===== src/rtl/bp_me_wb_arbiter.sv =====
// Round-robin arbiter sharing one Wishbone B4 slave among masters_p masters.
// A grant is held for the whole cyc, and a watchdog ends a stalled beat with err.
module bp_me_wb_arbiter #(
  parameter int masters_p    = 2,
  parameter int adr_width_p  = 37,
  parameter int data_width_p = 64,
  parameter int timeout_p    = 1024,
  localparam int sel_w       = data_width_p / 8
) (
  input  logic                              clk_i,
  input  logic                              reset_i,
  input  logic [masters_p*adr_width_p-1:0]  m_adr_i,
  input  logic [masters_p*data_width_p-1:0] m_dat_i,
  input  logic [masters_p-1:0]              m_cyc_i,
  input  logic [masters_p-1:0]              m_stb_i,
  input  logic [masters_p*sel_w-1:0]        m_sel_i,
  input  logic [masters_p-1:0]              m_we_i,
  input  logic [masters_p*3-1:0]            m_cti_i,
  input  logic [masters_p*2-1:0]            m_bte_i,
  output logic [data_width_p-1:0]           m_dat_o,
  output logic [masters_p-1:0]              m_ack_o,
  output logic [masters_p-1:0]              m_err_o,
  output logic [masters_p-1:0]              m_gnt_o,
  output logic [adr_width_p-1:0]            s_adr_o,
  output logic [data_width_p-1:0]           s_dat_o,
  output logic                              s_cyc_o,
  output logic                              s_stb_o,
  output logic [sel_w-1:0]                  s_sel_o,
  output logic                              s_we_o,
  output logic [2:0]                        s_cti_o,
  output logic [1:0]                        s_bte_o,
  input  logic [data_width_p-1:0]           s_dat_i,
  input  logic                              s_ack_i
);

  localparam int idx_w = $clog2(masters_p);
  localparam int cnt_w = (timeout_p > 0) ? $clog2(timeout_p + 1) : 1;
  localparam logic [cnt_w-1:0] timeout_lp = cnt_w'(timeout_p);

  typedef enum logic {IDLE, BUSY} state_e;

  state_e           state;
  logic [masters_p-1:0] grant;
  logic [idx_w-1:0] gidx;
  logic [idx_w-1:0] ptr;
  logic [idx_w-1:0] winner;
  logic [idx_w-1:0] winner_next;
  logic             found;
  logic [cnt_w-1:0] cnt;
  logic             busy;
  logic             g_cyc;
  logic             g_stb;
  logic             wd_fire;

  assign busy    = (state == BUSY);
  assign g_cyc   = m_cyc_i[gidx];
  assign g_stb   = m_stb_i[gidx];
  assign wd_fire = (timeout_p > 0) && busy && g_stb && !s_ack_i && (cnt == timeout_lp);

  // First requester at or after ptr, wrapping around the master list.
  always_comb begin
    winner = '0;
    found  = 1'b0;
    for (int i = 0; i < masters_p; i++) begin
      if (!found && m_cyc_i[(int'(ptr) + i) % masters_p]) begin
        winner = idx_w'((int'(ptr) + i) % masters_p);
        found  = 1'b1;
      end
    end
    winner_next = (winner == idx_w'(masters_p - 1)) ? '0 : winner + idx_w'(1);
  end

  always_ff @(posedge clk_i) begin
    if (reset_i) begin
      state <= IDLE;
      grant <= '0;
      gidx  <= '0;
      ptr   <= '0;
    end else begin
      case (state)
        IDLE: begin
          if (found) begin
            state <= BUSY;
            grant <= masters_p'(1) << winner;
            gidx  <= winner;
            ptr   <= winner_next;
          end
        end
        BUSY: begin
          if (!g_cyc) begin
            state <= IDLE;
            grant <= '0;
          end
        end
        default: state <= IDLE;
      endcase
    end
  end

  // Stall counter only advances while the owner holds cyc and stb without ack.
  always_ff @(posedge clk_i) begin
    if (reset_i || !busy || (timeout_p == 0)) begin
      cnt <= '0;
    end else if (g_cyc && g_stb && !s_ack_i) begin
      cnt <= wd_fire ? '0 : cnt + cnt_w'(1);
    end else begin
      cnt <= '0;
    end
  end

  always_comb begin
    s_adr_o = m_adr_i[int'(gidx)*adr_width_p +: adr_width_p];
    s_dat_o = m_dat_i[int'(gidx)*data_width_p +: data_width_p];
    s_cti_o = m_cti_i[int'(gidx)*3 +: 3];
    s_bte_o = m_bte_i[int'(gidx)*2 +: 2];
    s_sel_o = busy ? m_sel_i[int'(gidx)*sel_w +: sel_w] : '0;
    s_we_o  = busy && m_we_i[gidx];
    s_cyc_o = busy && g_cyc;
    s_stb_o = busy && g_stb && !wd_fire;
    m_dat_o = s_dat_i;
    m_gnt_o = grant;
    m_ack_o = '0;
    m_err_o = '0;
    if (busy) begin
      m_ack_o[gidx] = s_ack_i && g_cyc && g_stb;
      m_err_o[gidx] = wd_fire;
    end
  end

  always_ff @(posedge clk_i) begin
    if (!reset_i) begin
      assert ($onehot0(m_gnt_o));
      assert (((m_ack_o | m_err_o) & ~m_gnt_o) == '0);
      assert ((m_ack_o & m_err_o) == '0);
    end
  end

endmodule

===== config.mk =====
export PLATFORM = sky130hd
export DESIGN_NAME = bp_me_wb_arbiter
export DESIGN_NICKNAME = d
export VERILOG_FILES = /design/src/rtl/bp_me_wb_arbiter.sv
export SDC_FILE = /design/constraint.sdc
export NUM_CORES = 1
export LEC_CHECK = 0
export BUFFER_PORTS_ARGS = -buffer_cell sky130_fd_sc_hd__buf_2
export CORE_AREA = 3 3 187 189
export CTS_BUF_LIST = sky130_fd_sc_hd__clkbuf_8 sky130_fd_sc_hd__clkbuf_16
export CTS_CLUSTER_DIAMETER = 150
export DETAILED_ROUTE_END_ITERATION = 10
export DIE_AREA = 0 0 190 192
export PLACE_DENSITY = 0.37
export SYNTH_ARGS = -nofsm -noshare
export SYNTH_HDL_FRONTEND = slang
export SYNTH_SLANG_ARGS = --single-unit
export TNS_END_PERCENT = 50

===== constraint.sdc =====
create_clock -name clk_i -period 3.8 [get_ports clk_i]
set_input_delay 0.38 -clock clk_i [delete_from_list [all_inputs] [get_ports clk_i]]
set_output_delay 0.38 -clock clk_i [all_outputs]
set_load 0.02 [all_outputs]

==> impl_metrics.toml, run 1 <==
[critical_path]
worst_setup_path_end_kind = "output pin"
cp_data_arrival_time_ps = 2210
path_class = "flip-flop to output pin"
path_buf_inv = 1
crit_required_ps = 3420
start_kind = "flip-flop"
path_cells = "or4_4 -> nor4_4 -> and2_1 -> buf_2"
path_delay_family = "simple AND/OR/NAND/NOR gates"
slowest_delay_ps = 670
crit_fanout = 13
crit_path_top_delay_cell = "nor4_4"

[synth]
async_flop_share_pct = 0
ys_types = 38
synth_top_flop_cell = "dfxtp_1"
synth_seq_cells = 16
netlist_area_sq_um = 2718
synth.yosys.warnings = 0
synthTopCellsByCount = "mux2_2, buf_4, dfxtp_1"
avgSynthCellArea_sq_um = 9.089
synth_top_area_cell = "mux2_2"
synth_cells = 299
synthesis.nets = 602
yosysSeqAreaShare_pct = 11.79
yosysTopAreaCellShare_pct = 44.34
synth.most_common_cell = "mux2_2"
synth-edff-count = 0
synth.area.top_cells = "mux2_2, buf_4, dfxtp_1"

[cts]
postCtsSetupRepairBufs = 0
tritoncts = "built"
clock_path_buffers = 2
worstSkewPairLatency_ps = 250
clk_transition_reported_paths_ps = 50
hold_buffers = 0
clockRootBuffer = "clkbuf_16"
cts.sinks = 16
numCtsBuffers = 3
cts_resized = 0
cts_max_level = 1

[routing]
via_count = 3297
drt_iter0_drc = 71
dr.pass1.iters = 5
totalWireLength_mm = 16.95
routedWlPerCell_um = 16.47
vias_per_cell = 3.204
ant_nets = 0
drc_errors = 0

[global_routing]
grt_pass1_vias = 3445
met2_usage_pct = 13.45
grtUsageTotal_pct = 8.607
grt_max_degree = 101
antenna_found_initial = 1
grt.overflow.total = 0
gr-usage-met1_pct = 11.86
busiest_layer = "met2"
grt_pass1_wl_mm = 23.32
use_met3_pct = 3.085

[floorplanning]
die_h_um = 192
dieArea_sq_um = 36480
dieWidth_um = 190
ios = 488
core_area_sq_um = 33450
initial_core_util_pct = 8.125
fp-row-count = 67

[sta]
finalHoldViolCount = 0
slew_headroom_pct = 39.13
setup_ws_ps = 1214
grt_setup_unrepaired = "no"
max_freq_ghz = 0.3867
fin_crit_sh_pct = 68.05
period_needed_ps = 2586
tightest_slew_ps = 909.0
skew_ps = 1.825
tns_ps = 0
setup_viol = 0
final_max_slew_viol_count = 0

[power]
p_per_area_nw_per_um2 = 216.4
irDropWorstVdd_uv = 87.62
leakagePower_nw = 2.173

[placed_design]
globalplace.congestion = 0.7894
hpwl_mm = 15.25
port_buffers = 359
dp_cells = 1025
dp_slack_ps = 1402

[cells_and_area]
stdcell_count = 1029
area_delta_synth_final_pct = 69.61
seqCellArea_sq_um = 324.1
filler_cell_count = 3883
antennaDiodeCount = 0
multiInputGateArea_sq_um = 1803
drive_gt1_share_pct = 81.58
fin_nets = 885

[flow_run]
cap_violations = 0

[min_path]
worstHoldPathType = "primary input to flip-flop"

[run_status]
outcome = "finished, final reports clean"
-- per-layer routing --
metal	wire length (um)	vias up
li1	-	1578
met1	7654	1480
met2	7556	232
met3	1675	7
met4	58	0
met5	0	-
-- final timing paths --
path	to	slack [ps]	startpoint	cells after the start
worst max register to register	cnt[4]	1920	cnt[5]	3
worst min register to register	m_gnt_o[0]	480	m_gnt_o[0]	2
worst min-delay path	gidx	380	reset_i	2
worst max-delay path	m_err_o[1]	1210	cnt[5]	4
-- cell families (layout without fill, tap and decap cells) --
logic type                 Yosys count  after routing  synth area share [%]
DFF                                 16             16                 11.79
buffers and inverters               89            371                 21.87
adders and majority gates            2              2                0.9207
muxes                              117            117                 48.02
AOI/OAI and AO/OA                   21             21                 5.249
and+or+nand+nor                     51             51                 11.19
xor gates and xnor gates             3              3                0.9670
-- final cells by class --
type                       count  area share, %
inverter                       7         0.5700
multi-input combinational    194          39.12
clock buffer                   3          1.629
clock inverter                 1        0.08143
sequential                    16          7.030
tap                          448          12.16
timing repair buffer         360          39.41
-- report_power, final --
group          total (mW)  internal [mW]  leakage (nW)  switching [mW]
clock network       0.207          0.140        0.0423          0.0670
registers           0.185          0.172         0.131          0.0125
logic               0.606          0.269          2.00           0.337
total               0.998          0.581          2.17           0.417
-- per-stage QoR --
stage / cell area [sq um] / power (mW) / hold slack [ps] / util [%]
2_1_floorplan: 2718 / 0.6027 / 448.8 / -
4_1_cts: 4609 / 1.017 / 371.1 / 13.78
3_5_place_dp: 4531 / 0.8015 / 481.5 / 13.55
5_1_grt: 4609 / 1.055 / 397.5 / 13.78
3_3_place_gp: 4531 / 0.8013 / 469.2 / 13.55
6_report: 4609 / 0.9977 / 383.8 / 13.78
-- placed cells by master (no fill, tap or decap), types with 2 or more instances in the layout --
cell type / Yosys / final
a21oi_1: 2 / 2
or3_1: 3 / 3
a211oi_1: 7 / 7
nand3_1: 6 / 6
ha_1: 2 / 2
o31ai_1: 3 / 3
dfxtp_1: 16 / 15
nand2_1: 4 / 4
o21ai_0: 5 / 5
xor2_1: 2 / 2
clkbuf_16: 0 / 3
buf_2: 10 / 359
nand4_1: 2 / 2
nor2_1: 12 / 12
inv_1: 7 / 8
mux2i_1: 10 / 10
or4_1: 4 / 4
and2_1: 2 / 2
nor2b_1: 3 / 3
nor3_1: 5 / 5
mux2_2: 107 / 107
-- state kept, by name, indices dropped and copies added (netlist names) --
| name | flops |
|---|---|
| cnt | 11 |
| m_gnt_o | 2 |
| busy | 1 |
| gidx | 1 |
| ptr | 1 |
(Power assumes the default switching activity.)
==> run 2: changes to the inputs <==
CORE_AREA = 3 3 191 193   (was 3 3 187 189)
DIE_AREA = 0 0 194 196   (was 0 0 190 192)
PLACE_DENSITY = 0.36   (was 0.37)
clock period = 2.45 ns   (was 3.8 ns; I/O delays follow)
==> run 2 against run 1 <==
Clock power grew 71%. Die area grew 4.2%. Worst hold slack lost 110 ps. Sequential share of layout area shrank 0.092 points. Total power grew 56%. Worst setup slack lost 810 ps. Utilization shrank 0.33 points. Wire length grew 0.25%. Non-clock buffer count grew 4. Critical path depth is the same. Largest cell class unchanged. Largest power group unchanged.
==> impl_metrics.toml, run 2 (synthesis results as in run 1) <==
[run_status]
outcome = "finished, final reports clean"

[power]
power_mw = 1.558
pwr-share-clk_pct = 22.7
intPower_uw = 936.2
irDropWorstVdd_uv = 207.8
switching_share_pct = 39.91
combPwrFrac_pct = 59.5
p_per_area_nw_per_um2 = 333.6
leakagePower_nw = 2.198
p_switching_uw = 621.8
seq_power_share_pct = 17.8

[global_routing]
antenna_found_initial = 1
grt.overflow.total = 0
grt_pass1_wl_mm = 23.43
grt_max_degree = 67
grtUsageTotal_pct = 8.112
grt_pass1_vias = 3480

[placed_design]
globalplace.congestion = 0.7573
dpl-instance-area_sq_um = 4582
hpwl_mm = 15.25
port_buffers = 359
dp_slack_ps = 663.3

[floorplanning]
dieWidth_um = 194
dieArea_sq_um = 38020
core_area_sq_um = 34710
die_h_um = 196
fp-row-count = 68
initial_core_util_pct = 7.829
ios = 488

[cells_and_area]
fin_nets = 889
drive_gt1_share_pct = 81.88
multiInputGateArea_sq_um = 1803
final_common_cell = "buf_2"
area_delta_synth_final_pct = 71.87
filler_cell_count = 4066
postLayoutCellArea_sq_um = 4671
antennaDiodeCount = 0
layout_common_cells = "buf_2, mux2_2, dfxtp_1, nor2_1, mux2i_1"
largest_reg_flops = 11
top_register = "cnt"
seqCellArea_sq_um = 324.1

[sta]
max_freq_ghz = 0.4895
setup_ws_ps = 406.9
skew_ps = 0.6868
finalHoldViolCount = 0
period_needed_ps = 2043
tightest_slew_ps = 487.0
grt_setup_unrepaired = "no"
setup_viol = 0
fin_crit_sh_pct = 83.39
tns_ps = 0
final_max_slew_viol_count = 0
slew_headroom_pct = 67.50
hold_slack_ps = 274.7

[critical_path]
timing.rr.start = "cnt[0]"
cp-startpoint = "cnt[8]"
start_kind = "flip-flop"
cp_data_arrival_time_ps = 1800
path_class = "flip-flop to output pin"
worst_setup_path_end_kind = "output pin"
rrSetupSlack_ps = 750
crit_required_ps = 2200
crit_path_top_delay_cell = "or4_1"
r2r_cells = 4
slowest_delay_ps = 600
crit_fanout = 4
path_cells = "or4_1 -> nor4_4 -> nor2b_1 -> buf_2"

[routing]
totalWireLength_mm = 16.99
vias_per_cell = 3.164
met3WireLength_mm = 1.802
dr.pass1.iters = 4
wl_met2_mm = 8.434
drc_errors = 0
drt_iter0_drc = 114
routedWlPerCell_um = 16.33
ant_nets = 0
top_layer = "met4"
wl_met1_mm = 6.646
via_count = 3291

[cts]
tritoncts = "built"
postCtsSetupRepairBufs = 0
cts_resized = 0
hold_buffers = 0
clock_path_buffers = 2
numCtsBuffers = 3
cts_max_level = 1
clockRootBuffer = "clkbuf_16"
worstSkewPairLatency_ps = 240
cts.sinks = 16
clk_transition_reported_paths_ps = 50

[min_path]
hold-path-cell-count = 2
worstHoldPathType = "primary input to flip-flop"
hp-start = "reset_i"

[flow_run]
cap_violations = 0
## run 2: cell count changes in the layout (fill, tap and decap cells not counted), sizes merged
cell / previous run / this run
buf: 360 / 364
clkbuf: 3 / 4
inv: 8 / 7
## run 2: area by class of cell
cell class              count  share of cell area, %
clock buffers               4                  1.902
flip-flops and latches     16                  6.938
multi-input cells         194                  38.60
inverters                   7                 0.5626
well taps                 455                  12.19
repair buffers            364                  39.81
## run 2: path summary, 6_finish.rpt
kind | to
setup / recovery | m_err_o[0]
hold / removal | gidx
setup reg to reg | cnt[10]
hold reg to reg | m_gnt_o[0]
## run 2: metal layers
layer  GRT usage (%)  vias up
li1                -     1586
met1           9.736     1485
met2           14.12      218
met3           3.486        2
met4          0.5585        0
met5               0        -
## run 2: worst max-delay path: cells and delay by family, from the launching register on
family / cells / cell delay (ps)
simple gates: 3 / 1070
buf+inv: 1 / 160
flops: 1 / 320
## run 2: power by group through the flow
stage	clock network (mW)	registers, mW	logic [mW]
floorplan	0	0.280	0.655
global placement	0	0.283	0.941
detailed placement	0	0.284	0.941
CTS	0.362	0.278	0.948
global route	0.373	0.280	0.998
finish	0.354	0.278	0.927
## run 2: metrics by stage
step / std cells / utilization, %
final: 1040 / 13.46
after floorplan: 299 / -
after CTS: 1040 / 13.46
after detailed placement: 1036 / 13.20
after global routing: 1040 / 13.46
after global placement: 1036 / 13.20
